==> config.mk <==
export PLATFORM = sky130hd
export DESIGN_NAME = div_unit
export DESIGN_NICKNAME = d
export VERILOG_FILES = /design/src/rtl/div_unit_pkg.sv /design/src/rtl/div_sign_fix.sv /design/src/rtl/div_unit.sv
export SDC_FILE = /design/constraint.sdc
export NUM_CORES = 1
export LEC_CHECK = 0
export ABC_AREA = 1
export CAP_MARGIN = 0
export CORE_ASPECT_RATIO = 0.8
export CORE_MARGIN = 2
export CORE_UTILIZATION = 40
export DETAILED_ROUTE_END_ITERATION = 12
export PLACE_DENSITY = 0.72
export SLEW_MARGIN = 20
export SYNTH_ARGS = -nofsm -noshare
export SYNTH_HDL_FRONTEND = slang
export SYNTH_HIERARCHICAL = 1
export SYNTH_SLANG_ARGS = --single-unit
==> constraint.sdc <==
create_clock -name clk -period 2.1 [get_ports clk]
set_input_delay 0.315 -clock clk [delete_from_list [all_inputs] [get_ports clk]]
set_output_delay 0.315 -clock clk [all_outputs]
set_load 0.005 [all_outputs]
==> src/rtl/div_unit_pkg.sv <==
// Shared encodings and small decode helpers for the iterative RV32M divider.
package div_unit_pkg;

    typedef enum logic [1:0] {
        DIV_OP_DIV  = 2'b00,
        DIV_OP_DIVU = 2'b01,
        DIV_OP_REM  = 2'b10,
        DIV_OP_REMU = 2'b11
    } div_op_e;

    typedef enum logic [1:0] {
        DIV_ST_IDLE = 2'b00,
        DIV_ST_CALC = 2'b01,
        DIV_ST_FIN  = 2'b10
    } div_st_e;

    // funct3[0] clear means a signed operation (DIV/REM)
    function automatic logic op_is_signed(input logic [1:0] op);
        return ~op[0];
    endfunction

    function automatic logic op_is_rem(input logic [1:0] op);
        return op[1];
    endfunction

endpackage

==> src/rtl/div_sign_fix.sv <==
// Applies RISC-V sign rules to the unsigned quotient/remainder and selects the result.
module div_sign_fix
    import div_unit_pkg::*;
#(
    parameter int XLEN = 32
) (
    input  logic [XLEN-1:0] quo,
    input  logic [XLEN-1:0] rem,
    input  logic            sign_a,
    input  logic            sign_b,
    input  logic [1:0]      op,
    output logic [XLEN-1:0] result
);

    logic [XLEN-1:0] quo_fix;
    logic [XLEN-1:0] rem_fix;

    // Sign flags are only ever set for signed ops, so unsigned ops pass through
    assign quo_fix = (sign_a ^ sign_b) ? (~quo + 1'b1) : quo;
    assign rem_fix = sign_a ? (~rem + 1'b1) : rem;
    assign result  = op_is_rem(op) ? rem_fix : quo_fix;

endmodule

==> src/rtl/div_unit.sv <==
// Iterative radix-2 restoring divider for DIV/DIVU/REM/REMU with start/done handshake and kill.
module div_unit
    import div_unit_pkg::*;
#(
    parameter int XLEN  = 32,
    parameter int CNT_W = 5
) (
    input  logic            clk,
    input  logic            rst_n,
    input  logic            start_i,
    input  logic [1:0]      op_i,
    input  logic [XLEN-1:0] dividend_i,
    input  logic [XLEN-1:0] divisor_i,
    input  logic            kill_i,
    output logic            busy_o,
    output logic            done_o,
    output logic [XLEN-1:0] result_o
);

    div_st_e         state;
    logic [CNT_W-1:0] cnt;
    logic [1:0]      op_q;
    logic            sign_a;
    logic            sign_b;
    logic [XLEN-1:0] rem;
    logic [XLEN-1:0] quo;
    logic [XLEN-1:0] dvsr;
    logic [XLEN-1:0] result_q;
    logic [XLEN-1:0] fix_out;

    logic            in_signed;
    logic            in_sa;
    logic            in_sb;
    logic [XLEN-1:0] abs_a;
    logic [XLEN-1:0] abs_b;
    logic            div_zero;
    logic            ovf;
    logic [XLEN:0]   shifted;
    logic [XLEN:0]   diff;
    logic            finish;

    assign in_signed = op_is_signed(op_i);
    assign in_sa     = in_signed & dividend_i[XLEN-1];
    assign in_sb     = in_signed & divisor_i[XLEN-1];
    assign abs_a     = in_sa ? (~dividend_i + 1'b1) : dividend_i;
    assign abs_b     = in_sb ? (~divisor_i + 1'b1) : divisor_i;
    assign div_zero  = (divisor_i == '0);
    assign ovf       = in_signed && (dividend_i == {1'b1, {(XLEN-1){1'b0}}}) && (divisor_i == '1);

    // Partial remainder stays below the divisor, so a clear borrow bit means shifted >= divisor
    assign shifted = {rem, quo[XLEN-1]};
    assign diff    = shifted - {1'b0, dvsr};

    // A kill in the FIN cycle suppresses both the pulse and the result update
    assign finish   = (state == DIV_ST_FIN) && !kill_i;
    assign busy_o   = (state != DIV_ST_IDLE);
    assign done_o   = finish;
    assign result_o = finish ? fix_out : result_q;

    div_sign_fix #(.XLEN(XLEN)) u_sign_fix (
        .quo    (quo),
        .rem    (rem),
        .sign_a (sign_a),
        .sign_b (sign_b),
        .op     (op_q),
        .result (fix_out)
    );

    always_ff @(posedge clk or negedge rst_n) begin
        if (!rst_n) begin
            state    <= DIV_ST_IDLE;
            cnt      <= '0;
            op_q     <= '0;
            sign_a   <= 1'b0;
            sign_b   <= 1'b0;
            rem      <= '0;
            quo      <= '0;
            dvsr     <= '0;
            result_q <= '0;
        end else begin
            case (state)
                DIV_ST_IDLE: begin
                    if (start_i && !kill_i) begin
                        op_q <= op_i;
                        dvsr <= abs_b;
                        if (div_zero || ovf) begin
                            // Special results are preloaded raw; clearing the flags keeps sign fix out
                            sign_a <= 1'b0;
                            sign_b <= 1'b0;
                            quo    <= div_zero ? '1 : dividend_i;
                            rem    <= div_zero ? dividend_i : '0;
                            state  <= DIV_ST_FIN;
                        end else begin
                            sign_a <= in_sa;
                            sign_b <= in_sb;
                            quo    <= abs_a;
                            rem    <= '0;
                            cnt    <= CNT_W'(XLEN - 1);
                            state  <= DIV_ST_CALC;
                        end
                    end
                end
                DIV_ST_CALC: begin
                    if (kill_i) begin
                        state <= DIV_ST_IDLE;
                    end else begin
                        if (!diff[XLEN]) begin
                            rem <= diff[XLEN-1:0];
                            quo <= {quo[XLEN-2:0], 1'b1};
                        end else begin
                            rem <= shifted[XLEN-1:0];
                            quo <= {quo[XLEN-2:0], 1'b0};
                        end
                        cnt <= cnt - 1'b1;
                        if (cnt == '0) begin
                            state <= DIV_ST_FIN;
                        end
                    end
                end
                DIV_ST_FIN: begin
                    if (!kill_i) begin
                        result_q <= fix_out;
                    end
                    state <= DIV_ST_IDLE;
                end
                default: state <= DIV_ST_IDLE;
            endcase
        end
    end

endmodule

==> results of run 1 <==
## power breakdown
| group | internal [mW] | total [mW] | switching [mW] |
|---|---|---|---|
| logic | 12.5 | 28.8 | 16.3 |
| clock network | 1.82 | 3.24 | 1.42 |
| registers | 3.78 | 4.91 | 1.13 |
| total | 18.0 | 36.9 | 18.8 |
## flip-flops by register name (all words and copies together) (netlist names)
register / count
cnt: 5
dvsr: 32
op_q: 1
quo: 32
rem: 32
result_q: 32
sign_a: 1
sign_b: 1
state: 2
## worst max path at each step
| stage | start | to | slack (ps) | depth (start not counted) |
|---|---|---|---|---|
| 6_report | rem[0] | result_o[6] | -630 | 9 |
| 5_1_grt | rem[0] | result_o[6] | -640 | 9 |
| 4_1_cts | quo[3] | result_o[23] | -440 | 13 |
| 3_5_place_dp | divisor_i[0] | quo[19] | -610 | 14 |
| 3_3_place_gp | divisor_i[1] | quo[7] | -640 | 14 |
| 2_1_floorplan | dvsr[0] | rem[27] | -50 | 18 |
## repair_timing
action	4_1_cts	5_1_grt
endpoints found under the hold margin	30	0
pin swaps	188	177
resized for setup	470	353
gates cloned	9	6
hold buffers	1	0
endpoints found under the setup margin	87	116
buffers inserted	116	40
## cell type report
cell class              instances  area [um^2]  share of cell area
multi-input cells            1770        10800               0.467
clock buffers                  17          425              0.0185
flip-flops and latches        138         3480               0.151
repair buffers                704         6150               0.268
clock inverters                15          193             0.00838
inverters                     385         1460              0.0636
well taps                     434          543              0.0236
## worst reg2reg max path, stage by stage (launching register included)
cell     delay, ps
dfrtp_1        430
buf_6          180
inv_4           50
fa_2           380
inv_2           80
nand3_2         80
nand2_2        100
nand2_2         60
nand2_2         90
nand2_2         70
nand2_4        110
nand2_8         90
nand3_4        170
buf_12         160
nand2_8        100
nand2_2         90
nand3_2         80
a21oi_2        300
## stage by stage
stage               utilization  TNS, ps  hold WS (ps)
global placement          0.552   -42820           244
finish                    0.683   -29360           316
floorplan                     -    -1000          19.4
detailed placement        0.552   -46040           249
CTS                       0.637   -22730           336
global route              0.683   -34030           357
## metal layers
metal,track usage,share of wire
met5,0,0.00081
met3,0.0707,0.11
met4,0.0912,0.051
met1,0.449,0.41
met2,0.505,0.43
==> run metrics, run 1 <==
Top Ports=104; Initial Util=0.407; fin nets=3126; Non-Filler Instances=3463; antenna violations before repair=3; leakage=between 10 and 15 nW; critical path fanouts, max=3; global-route wire length before repair=90200 um; endpoint type of the worst setup path=primary output; Routed WL=64500 um; vias post-DR=approximately 19000; Slew Limit Fails=0; Hold Violations, Final=0; antenna cells=0; commonest non-fill, non-tap cells in the layout=673 x nand2_1, 500 x buf_4, 337 x inv_1, 185 x nor2_1, 126 x nand2_2; vias per cell=approximately 5.4; slowest CP cell=nor2_1; WL per Instance=approximately 19 um; Reg2Reg Capture Point=rem[10]; clock root buffer=clkbuf_16; Die Span Y=170 um; critical path type=reg -> out; fin crit period=approximately 2700 ps; Die X=211 um; area of the die=35800 um^2; Reg2Reg Depth=17; 1st-iter DRT viols=2165; Worst-path clk slew=70 ps; unrepaired setup endpoints after global routing=yes; status=complete, but fails checks; critical path's top delay family=simple AND/OR/NAND/NOR gates; Antenna Nets Post-Route=0; CP required=1780 ps; total global routing overflow=0; DRC violations left=0; crit-path cells=inv_2 -> ha_4 -> nand3_4 -> o21ai_1 -> nor2_1 -> o22ai_4 -> nand2_1 -> nand2_1 -> buf_2; input/output buffers=a little over 100; total CTS buffers=17; Rows=60; min-delay worst type=in -> async; dpl cells=3289; fmax=0.366 GHz; Rel. slew slack=0.550; Pwr Density=between 1500 and 2000 nW/um^2; synth warn=6; Setup WS pre-CTS=-611 ps; max-cap violations=0; WP buf/inv=2; RR Startpoint=rem[0]; Tot Pwr=36.9 mW; worst skew pair latency=roughly 470 ps; crit-path max cell delay=530 ps; Tightest Pin Transition=672 ps; Final Instance Area=about 23000 um^2; final setup fails=69; gpl congestion=0.955; Area Overhead vs Synth=67.5%; CTS tree=done; pin count of the biggest net entering global routing=56; DR pass1 iterations=8; mean area per synthesized cell=5.83 um^2; Detailed Place HPWL=42600 um; Mapped Area=13700 um^2; Critical Path AT=2420 ps; Mapped Cells=2358; maximum vdd drop=790 uV; Clock Skew=between 15 and 20 ps; Bufs on Longest Clock Path=2; CTS HTree Levels=4; vias in the first global route=17100; fraction of final layout cells sized beyond drive strength 1=0.395; Placement Cell Area=18600 um^2; period utilisation layout=1.30; Synthesized Nets=~2500; failing checks=negative setup slack; r2r setup slk=-610 ps; most common cell after layout, fill and taps aside=nand2_1; Critical Path Most Common Cell=nand2_1; Startpoint Class=register; Core Box Area=33700 um^2; PnR worst setup slack=-630 ps; Sink Count=138; fill count=about 2600; total global routing track utilization=0.324
Power figures use the tool's default switching activity.
==> run 2: changes to the inputs <==
--- a/config.mk
+++ b/config.mk
@@ -11,6 +11,7 @@
 export CORE_MARGIN = 2
 export CORE_UTILIZATION = 40
 export DETAILED_ROUTE_END_ITERATION = 12
+export MAX_ROUTING_LAYER = met4
 export PLACE_DENSITY = 0.72
 export SLEW_MARGIN = 20
 export SYNTH_ARGS = -nofsm -noshare
==> run 2 against run 1 <==
Effect of this change: utilization rose by 1.4 points; design area rose by 2.1%; worst hold slack improved by 15 ps; worst setup slack improved by 6.8 ps; routed wire length rose by 1.3%; combinational power rose by 5%; critical endpoint is now result_o[17]; clock power fell by 2%; critical path type unchanged; clock skew rose by 0.60 ps; the run still ends with negative setup slack left; non-clock buffer count rose by 32; via count rose by 1.1%.
==> run metrics, run 2 (same netlist as run 1, synthesis figures left out) <==
critical path fanouts, max=5 (+2); Rows=60 (unchanged); Clock Skew=16.0 ps (+0.597 ps); min-delay worst type=in -> reg; total CTS buffers=17 (unchanged); Tot Pwr=38.3 mW (+3.9%); crit-path max cell delay=430 ps (-100 ps); WP buf/inv=5 (+3); Non-Filler Instances=3495 (+0.92%); Detailed Place HPWL=44100 um (+3.6%); vias per cell=5.46 (+0.19%); fin crit period=2720 ps (-6.84 ps); commonest non-fill, non-tap cells in the layout=660 x nand2_1, 536 x buf_4, 335 x inv_1, 173 x nor2_1, 127 x nand2_2; critical path type=reg -> out; Antenna Nets Post-Route=0 (unchanged); clock root buffer=clkbuf_16; max-cap violations=0 (unchanged); endpoint type of the worst setup path=primary output; most common cell after layout, fill and taps aside=nand2_1; crit-path cells=inv_2 -> buf_4 -> buf_4 -> nand2_4 -> nand2_8 -> buf_4 -> o211ai_1 -> nand3_1 -> nand2_1 -> nand2_1 -> nand2_2 -> buf_2; gpl congestion=0.981 (+2.8%); critical path's top delay family=buffers and inverters; Area Overhead vs Synth=71.0%; Startpoint Class=register; PnR worst setup slack=-623 ps (+6.84 ps); CTS tree=done; fmax=0.367 GHz (+0.25%); CTS HTree Levels=4 (unchanged); Pwr Density=1630 nW/um^2 (+1.8%); vias post-DR=19100 (+1.1%); final setup fails=68 (-1.4%); status=complete, but fails checks; Routed WL=65300 um (+1.3%); maximum vdd drop=815 uV (+3.2%); grt met3 use=0.0631 (-0.00759); global-route wire length before repair=95300 um (+5.6%); vias in the first global route=17900 (+4.2%); Rel. slew slack=0.683 (+0.133); slowest CP cell=dfrtp_1; worst skew pair latency=440 ps (-30 ps); GR peak layer=met2; unrepaired setup endpoints after global routing=yes; period utilisation layout=1.30 (-0.00326); Hold Violations, Final=0 (unchanged); Die Span Y=170 um (unchanged); failing checks=negative setup slack; antenna violations before repair=0 (-3); Critical Path AT=2410 ps (about the same); Bufs on Longest Clock Path=2 (unchanged); CP required=1780 ps (about the same); Worst-path clk slew=70 ps (about the same); pin count of the biggest net entering global routing=56 (unchanged); Sink Count=138 (unchanged); Die X=211 um (unchanged); met2 Use GR=0.531 (+0.0256); fill count=2637 (+0.11%); Critical Path Most Common Cell=buf_4; WL per Instance=18.7 um (+0.40%); DR pass1 iterations=6 (-2); total global routing overflow=0 (unchanged); total global routing track utilization=0.352 (+0.0289); antenna cells=0 (unchanged); 1st-iter DRT viols=1997 (-7.8%); dpl cells=3305 (+0.49%); Initial Util=0.407 (unchanged); Tightest Pin Transition=475 ps (-197 ps); leakage=12.3 nW (+0.80%); Top Ports=104 (unchanged); input/output buffers=103 (unchanged); GR Util met1=0.480 (+0.0313); fin nets=3158 (+1.0%); Slew Limit Fails=0 (unchanged); Core Box Area=33700 um^2 (unchanged); area of the die=35800 um^2 (unchanged); fraction of final layout cells sized beyond drive strength 1=0.414 (+0.0191); DRC violations left=0 (unchanged)
==> run 2: worst reg2reg max path: cells and delay by family, from the launching register on <==
kind | cells | cell delay [ps]
flops | 1 | 460
buf+inv | 11 | 1310
compound gates | 2 | 290
simple gates | 5 | 460
==> run 2: final cells by class <==
class / count / area (um^2) / area share
tap: 434 / 543 / 0.0231
clock buffer: 17 / 425 / 0.0181
multi-input combinational: 1770 / 11100 / 0.471
timing repair buffer: 736 / 6290 / 0.268
inverter: 385 / 1480 / 0.0629
sequential: 138 / 3480 / 0.148
clock inverter: 15 / 200 / 0.00853
==> run 2: timing repair <==
| action | CTS | global route |
|---|---|---|
| hold endpoints to repair | 38 | 0 |
| resized for setup | 584 | 322 |
| gates cloned | 9 | 4 |
| setup endpoints to repair | 92 | 125 |
| hold buffers | 1 | 0 |
| setup buffers | 150 | 44 |
| pin swaps | 226 | 183 |
==> run 2: worst paths after layout <==
path / startpoint / cells past startpoint / end / slack [ps]
setup / recovery: sign_b / 12 / result_o[17] / -620
hold / removal: divisor_i[0] / 4 / dvsr[0] / 330
setup reg to reg: sign_a / 18 / result_q[5] / -530
hold reg to reg: result_q[26] / 2 / result_q[26] / 470
max in group asynchronous: rst_n / 3 / rem[26] / 1030
min in group asynchronous: rst_n / 2 / quo[24] / 360
==> run 2: metal layers <==
layer | part of all wire | routed length (um) | vias up
met1 | 0.42 | 27700 | 8920
li1 | - | - | 8784
met2 | 0.43 | 28400 | 1096
met4 | 0.044 | 2870 | 0
met3 | 0.099 | 6450 | 283
met5 | 0 | 0 | -
==> run 2: power by group <==
part,leakage [nW],switching [mW],internal [mW]
Clock,0.305,1.46,1.73
Combinational,10.3,17.0,13.3
Sequential,1.68,1.09,3.78
Total,12.3,19.6,18.8
==> run 2: per-stage QoR <==
| stage | utilization | worst slack [ps] | area (um^2) | TNS (ps) | hold WS, ps |
|---|---|---|---|---|---|
| final | 0.697 | -623 | 23500 | -27210 | 332 |
| after global routing | 0.697 | -679 | 23500 | -31670 | 354 |
| after CTS | 0.660 | -436 | 22300 | -22370 | 370 |
| after detailed placement | 0.555 | -655 | 18700 | -48920 | 281 |
| after global placement | 0.555 | -648 | 18700 | -44330 | 270 |
| after floorplan | - | -47.0 | 13800 | -1000 | 19.4 |
==> run 3: changes to the inputs <==
--- a/config.mk
+++ b/config.mk
@@ -7,12 +7,12 @@
 export LEC_CHECK = 0
 export ABC_AREA = 1
 export CAP_MARGIN = 0
-export CORE_ASPECT_RATIO = 0.8
+export CORE_ASPECT_RATIO = 1.75
 export CORE_MARGIN = 2
 export CORE_UTILIZATION = 40
 export DETAILED_ROUTE_END_ITERATION = 12
 export MAX_ROUTING_LAYER = met4
-export PLACE_DENSITY = 0.72
+export PLACE_DENSITY = 0.61
 export SLEW_MARGIN = 20
 export SYNTH_ARGS = -nofsm -noshare
 export SYNTH_HDL_FRONTEND = slang
==> run 3 against run 2 <==
Effect of this change: the flow still finishes with violations (negative setup slack); utilization is 0.59 points higher; die area increased by 0.14%; register-to-register slack got worse by 80 ps; design area increased by 0.95%; clock power down 10%; critical path type is now reg -> reg; global-route usage is 4.2 points higher.
==> run metrics, run 3 (same netlist as run 1, synthesis figures left out) <==
total CTS buffers=17 (unchanged); Rel. slew slack=0.599 (-0.0845); antenna violations before repair=3 (+3); total global routing track utilization=0.395 (+0.0424); max-cap violations=0 (unchanged); Top Ports=104 (unchanged); most common cell after layout, fill and taps aside=nand2_1; WL per Instance=19.9 um (+6.4%); unrepaired setup endpoints after global routing=yes; Initial Util=0.407 (-0.000408); vias post-DR=18700 (-1.8%); PnR worst setup slack=-609 ps (+13.7 ps); CTS HTree Levels=4 (unchanged); WP buf/inv=10 (+5); input/output buffers=103 (unchanged); Detailed Place HPWL=51100 um (+16%); 1st-iter DRT viols=1222 (-39%); Hold Violations, Final=0 (unchanged); Routed WL=71000 um (+8.7%); fin crit period=2710 ps (-13.7 ps); crit-path max cell delay=380 ps (-50 ps); Area Overhead vs Synth=72.6%; worst skew pair latency=460 ps (+20 ps); fraction of final layout cells sized beyond drive strength 1=0.414 (+0.000801); status=complete, but fails checks; crit-path cells=buf_4 -> nor2_4 -> buf_4 -> buf_4 -> nand2_1 -> nand2_1 -> nand2_1 -> nor2_1 -> o21ai_1 -> nand2_1 -> nand2_1 -> buf_4 -> buf_4 -> buf_4 -> buf_4 -> buf_4 -> buf_4 -> buf_4; area of the die=35900 um^2 (+0.14%); total global routing overflow=0 (unchanged); pin count of the biggest net entering global routing=58 (+3.6%); clock root buffer=clkbuf_16; Core Box Area=33700 um^2 (+0.10%); fin nets=3210 (+1.6%); RR Startpoint=rem[9]; dpl cells=3365 (+1.8%); CP required=2450 ps (+670 ps); endpoint type of the worst setup path=register; Critical Path AT=3060 ps (+650 ps); commonest non-fill, non-tap cells in the layout=658 x nand2_1, 573 x buf_4, 337 x inv_1, 179 x nor2_1, 137 x nand2_2; Antenna Nets Post-Route=0 (unchanged); period utilisation layout=1.29 (-0.00652); Tot Pwr=38.3 mW (-0.18%); DR pass1 iterations=6 (unchanged); Tightest Pin Transition=602 ps (+127 ps); leakage=12.6 nW (+2.4%); Slew Limit Fails=0 (unchanged); fill count=2894 (+9.7%); min-delay worst type=in -> async; Net Sw Frac=0.499 (-0.0116); Bufs on Longest Clock Path=2 (unchanged); global-route wire length before repair=103000 um (+7.9%); failing checks=negative setup slack; Sink Count=138 (unchanged); CTS tree=done; vias per cell=5.25 (-3.9%); Pwr Density=1610 nW/um^2 (-1.1%); critical path's top delay family=buffers and inverters; Startpoint Class=register; Die Span Y=249 um (+47%); Non-Filler Instances=3571 (+2.2%); combinational power share=0.803 (+0.013); critical path fanouts, max=2 (-3); Critical Path Most Common Cell=buf_4; CP startpoint=rem[9]; slowest CP cell=dfrtp_1; gpl congestion=1.09 (+11%); area of the multi-input gates=10700 um^2 (-3.1%); maximum vdd drop=1010 uV (+23%); Rows=89 (+48%); fmax=0.369 GHz (+0.51%); vias in the first global route=18300 (+2.4%); Worst-path clk slew=70 ps (about the same); Clock Skew=16.8 ps (+0.787 ps); Setup TNS=-27890 ps (-673 ps); Seq pwr share=0.122 (-0.005); DRC violations left=0 (unchanged); P_int=19.2 mW (+2.2%); final core utilization=0.703 (+0.00594); Clock Power Share=0.075 (-0.008); critical path type=reg -> reg; worst hold slack=393 ps (+61.4 ps); final setup fails=67 (-1.5%); storage element area=3470 um^2 (-0.25%); NetSw=19.1 mW (-2.4%); Die X=144 um (-32%)
run 3: metrics by stage:
stage          area, um^2  setup slack, ps
2_1_floorplan       13800            -47.0
3_3_place_gp        19100             -776
3_5_place_dp        19100             -772
4_1_cts             22500             -490
5_1_grt             23700             -633
6_report            23700             -609
run 3: final timing paths:
| path | cells past startpoint | slack, ps | endpoint |
|---|---|---|---|
| setup / recovery | 18 | -610 | result_q[13] |
| hold / removal | 2 | 390 | result_q[1] |
| setup reg to reg | 18 | -610 | result_q[13] |
| hold reg to reg | 2 | 460 | result_q[15] |
| max in group asynchronous | 3 | 1040 | dvsr[5] |
| min in group clk | 4 | 390 | dvsr[11] |
run 3: layer usage:
metal,up-vias,track usage,share of wire
met5,-,-,0
met4,0,0.380,0.12
met3,411,0.0902,0.052
met2,738,0.671,0.51
met1,8693,0.348,0.32
li1,8895,-,-
run 3: final cells by class:
type / count / area share
well taps: 455 / 0.0240
repair buffers: 794 / 0.292
multi-input cells: 1764 / 0.452
clock inverters: 12 / 0.00385
flip-flops and latches: 138 / 0.146
clock buffers: 20 / 0.0188
diodes: 3 / 0.000317
inverters: 385 / 0.0624
run 3: power groups by stage:
stage	Combinational, mW	Sequential [mW]	Clock [mW]
after detailed placement	21.3	4.61	0
after global placement	21.1	4.58	0
after CTS	27.3	4.59	2.88
after global routing	32.8	4.78	2.99
after floorplan	10.8	4.56	0
final	30.7	4.67	2.86
run 3: what timing repair did:
action,in CTS,in global routing
hold buffers,1,0
endpoints found under the hold margin,40,0
endpoints found under the setup margin,76,98
pin swaps,199,201
cloned,9,2
buffers inserted,141,46
gates resized for setup,590,293
==> variant, RTL diff (config.mk and constraints of run 2) <==
Reset style: synchronous (`rst_n`), changed in one clocked block.
--- a/src/rtl/div_unit.sv
+++ b/src/rtl/div_unit.sv
@@ -67,5 +67,5 @@
     );
 
-    always_ff @(posedge clk or negedge rst_n) begin
+    always_ff @(posedge clk) begin
         if (!rst_n) begin
             state    <= DIV_ST_IDLE;
Function: differs if rst_n is asserted again (counterexample within 4 cycles, from zero or initial values and one cycle with rst_n low); with rst_n held inactive, the same outputs for 4 cycles.
==> variant against run 2 <==
  * The flow still finishes with violations (setup timing)
  * Routed wire length rose by 9.6%
  * Worst setup slack improved by 91 ps
  * Global-route usage barely moved
  * Highest routed layer unchanged
  * Cell area rose by 1.0%
  * Sequential cell count did not move
  * Critical path type unchanged
  * Area after synthesis rose by 1.9%
Power is not compared: it rests on default switching activity, and its combinational part moved more than twofold at a synthesized area within 25%.
==> variant: results (changes against run 2) <==
** Hold path
- Min-delay worst type :: in2reg
- The worst hold path begins at rst_n.
- Number of stages on the worst hold path :: 3 (-1)
- For hold timing, the worst endpoint is cnt[1].

** Final layout
- Share of the core filled with cells in the final layout :: 0.686 (-0.0105)
- Fraction of final layout cells with drive strength greater than 1 :: 0.418 (+0.00422)
- The net count reported at finish came to 3,376 (+6.9%).
- The fill cell total of the finished layout is 2,696 (+2.2%).
- The number of cells in the finished layout apart from fillers was 3,752 (+7.4%).

** Pwr
- For this design the static power due to leakage is 12.3 nW.
- IR analysis of the VDD net gives a maximum drop of 0.000612 V.

** Timing
- Worst hold slack :: 310 ps (-21.4 ps)
- The total negative slack for setup checks came to -27,050 ps (+164 ps).
- The maximum clock skew at final layout is 22.3 ps (+6.24 ps).
- The post-layout worst setup margin is -533 ps (+90.6 ps).
- The number of endpoints failing setup at the final stage was 68 (unchanged).
- The slew at the pin closest to its max-slew limit came to 516 ps (+41.2 ps).

** Placed design
- Worst setup slack before clock tree synthesis :: -661 ps (-6.45 ps)
- DP Wirelength :: 46,900 um (+6.2%)
- The post-placement cell count came to 3,602 (+9.0%).
- IO Port Bufs :: 103 (unchanged)
- The routability congestion estimate is 1.10 (+12%).
- Area after DPL :: 0.0198 sq mm (+5.9%)

** Global route
- The wire length of the first global-routing pass is 97,000 um (+1.8%).
- The via count of the first global-routing pass is 18,200 (+1.9%).
- The pin count of the biggest net entering global routing came to 63 (+13%).
- Global-route total usage across every layer :: 0.352 (about the same)
- The initial antenna violation count was 1 (+1).

** Clocking
- Cell chosen for the clock root :: sky130_fd_sc_hd__clkbuf_16
- Total CTS buffers :: 17 (unchanged)
- After clock tree synthesis, the clock-pin slew on the worst setup and hold paths is 60 ps.
- Insertion delay to the later sink of the worst-skew pair :: 470 ps (+30 ps)
- The H-tree depth came to 4 (unchanged).
- The number of buffers on the longest clock path came to 2 (unchanged).

** Setup path
- Slowest stage delay, CP :: 320 ps (-110 ps)
- Launch point of the worst reg-to-reg path :: quo[31]
- Origin of the worst setup path :: rem[1]
- Depth of the worst register-to-register path :: 19 (+1)
- The worst path arrival time came to 2320 ps (-90 ps).
- R2r setup slk :: -490 ps (+40 ps)
- Grouping stages by cell kind, the critical path spends the most delay in simple AND/OR/NAND/NOR gates.
- For this design, the slowest cell found on the critical path is sky130_fd_sc_hd__dfxtp_2.
- Highest net fanout along the worst path :: 4 (-1)
- STA classifies the critical path endpoint as a primary output.
- End of the worst register-to-register path :: rem[17]
- Worst Setup EP :: result_o[12]

** Outcome
- Violated checks :: setup timing
- The flow ran to the end, but the final reports show violations.

** Detailed routing
- Total iterations of the first detailed-routing run :: 6 (unchanged)
- The violation count after the first detailed-route iteration came to 2,660 (+33%).
- The vias per cell is 5.53 (+1.3%).
- The average routed wire per standard cell was 19.1 um (+2.1%).

** Synth
- The number of synthesis warnings came to 6 (unchanged).
- The total nets after synthesis is 2,630 (+6.6%).
- Post-Synthesis Cells :: 2,520 (+6.9%)

** Floorplan
- Overall die width :: 213 um (+0.92%)
==> variant: changes by cell type in the layout (fill, tap and decap cells not counted), moves of 26 or more <==
cell	run 2	this run
sky130_fd_sc_hd__inv_2	39	66
sky130_fd_sc_hd__a21oi_1	45	98
sky130_fd_sc_hd__dfxtp_1	0	97
sky130_fd_sc_hd__inv_1	335	421
sky130_fd_sc_hd__o21ai_1	18	58
sky130_fd_sc_hd__dfrtp_1	118	0
sky130_fd_sc_hd__a21oi_2	43	70
sky130_fd_sc_hd__o21ai_0	69	106
sky130_fd_sc_hd__or2_2	6	37
sky130_fd_sc_hd__nand2_2	127	92
sky130_fd_sc_hd__dfxtp_2	0	33
sky130_fd_sc_hd__nand2_1	660	556
sky130_fd_sc_hd__a211oi_1	0	26
sky130_fd_sc_hd__buf_4	536	610
==> variant: area by class of cell <==
cell class	instances	area share
sequential	138	0.119
multi-input combinational	1804	0.465
clock buffer	23	0.0201
timing repair buffer	810	0.287
inverter	495	0.0791
tap	472	0.0249
clock inverter	9	0.00380
antenna	1	0.000105
==> variant: power by group <==
group          switching [mW]  internal, mW
combinational            5.40          4.16
clock                    1.30          1.73
sequential              0.182          2.80
total                    6.89          8.68
==> variant: what timing repair did <==
| item | in CTS | in global routing |
|---|---|---|
| gates resized for setup | 474 | 374 |
| cloned | 9 | 1 |
| setup buffers | 92 | 40 |
| endpoints found under the setup margin | 76 | 100 |
| hold endpoints to repair | 0 | 0 |
| pin swaps | 121 | 168 |
==> variant: routing by layer <==
layer / track usage / part of all wire / up-vias / wire length [um]
met3: 0.0754 / 0.12 / 423 / 8530
li1: - / - / 9452 / -
met5: - / 0 / - / 0
met4: 0.116 / 0.058 / 0 / 4170
met1: 0.479 / 0.41 / 9345 / 29400
met2: 0.517 / 0.41 / 1541 / 29500
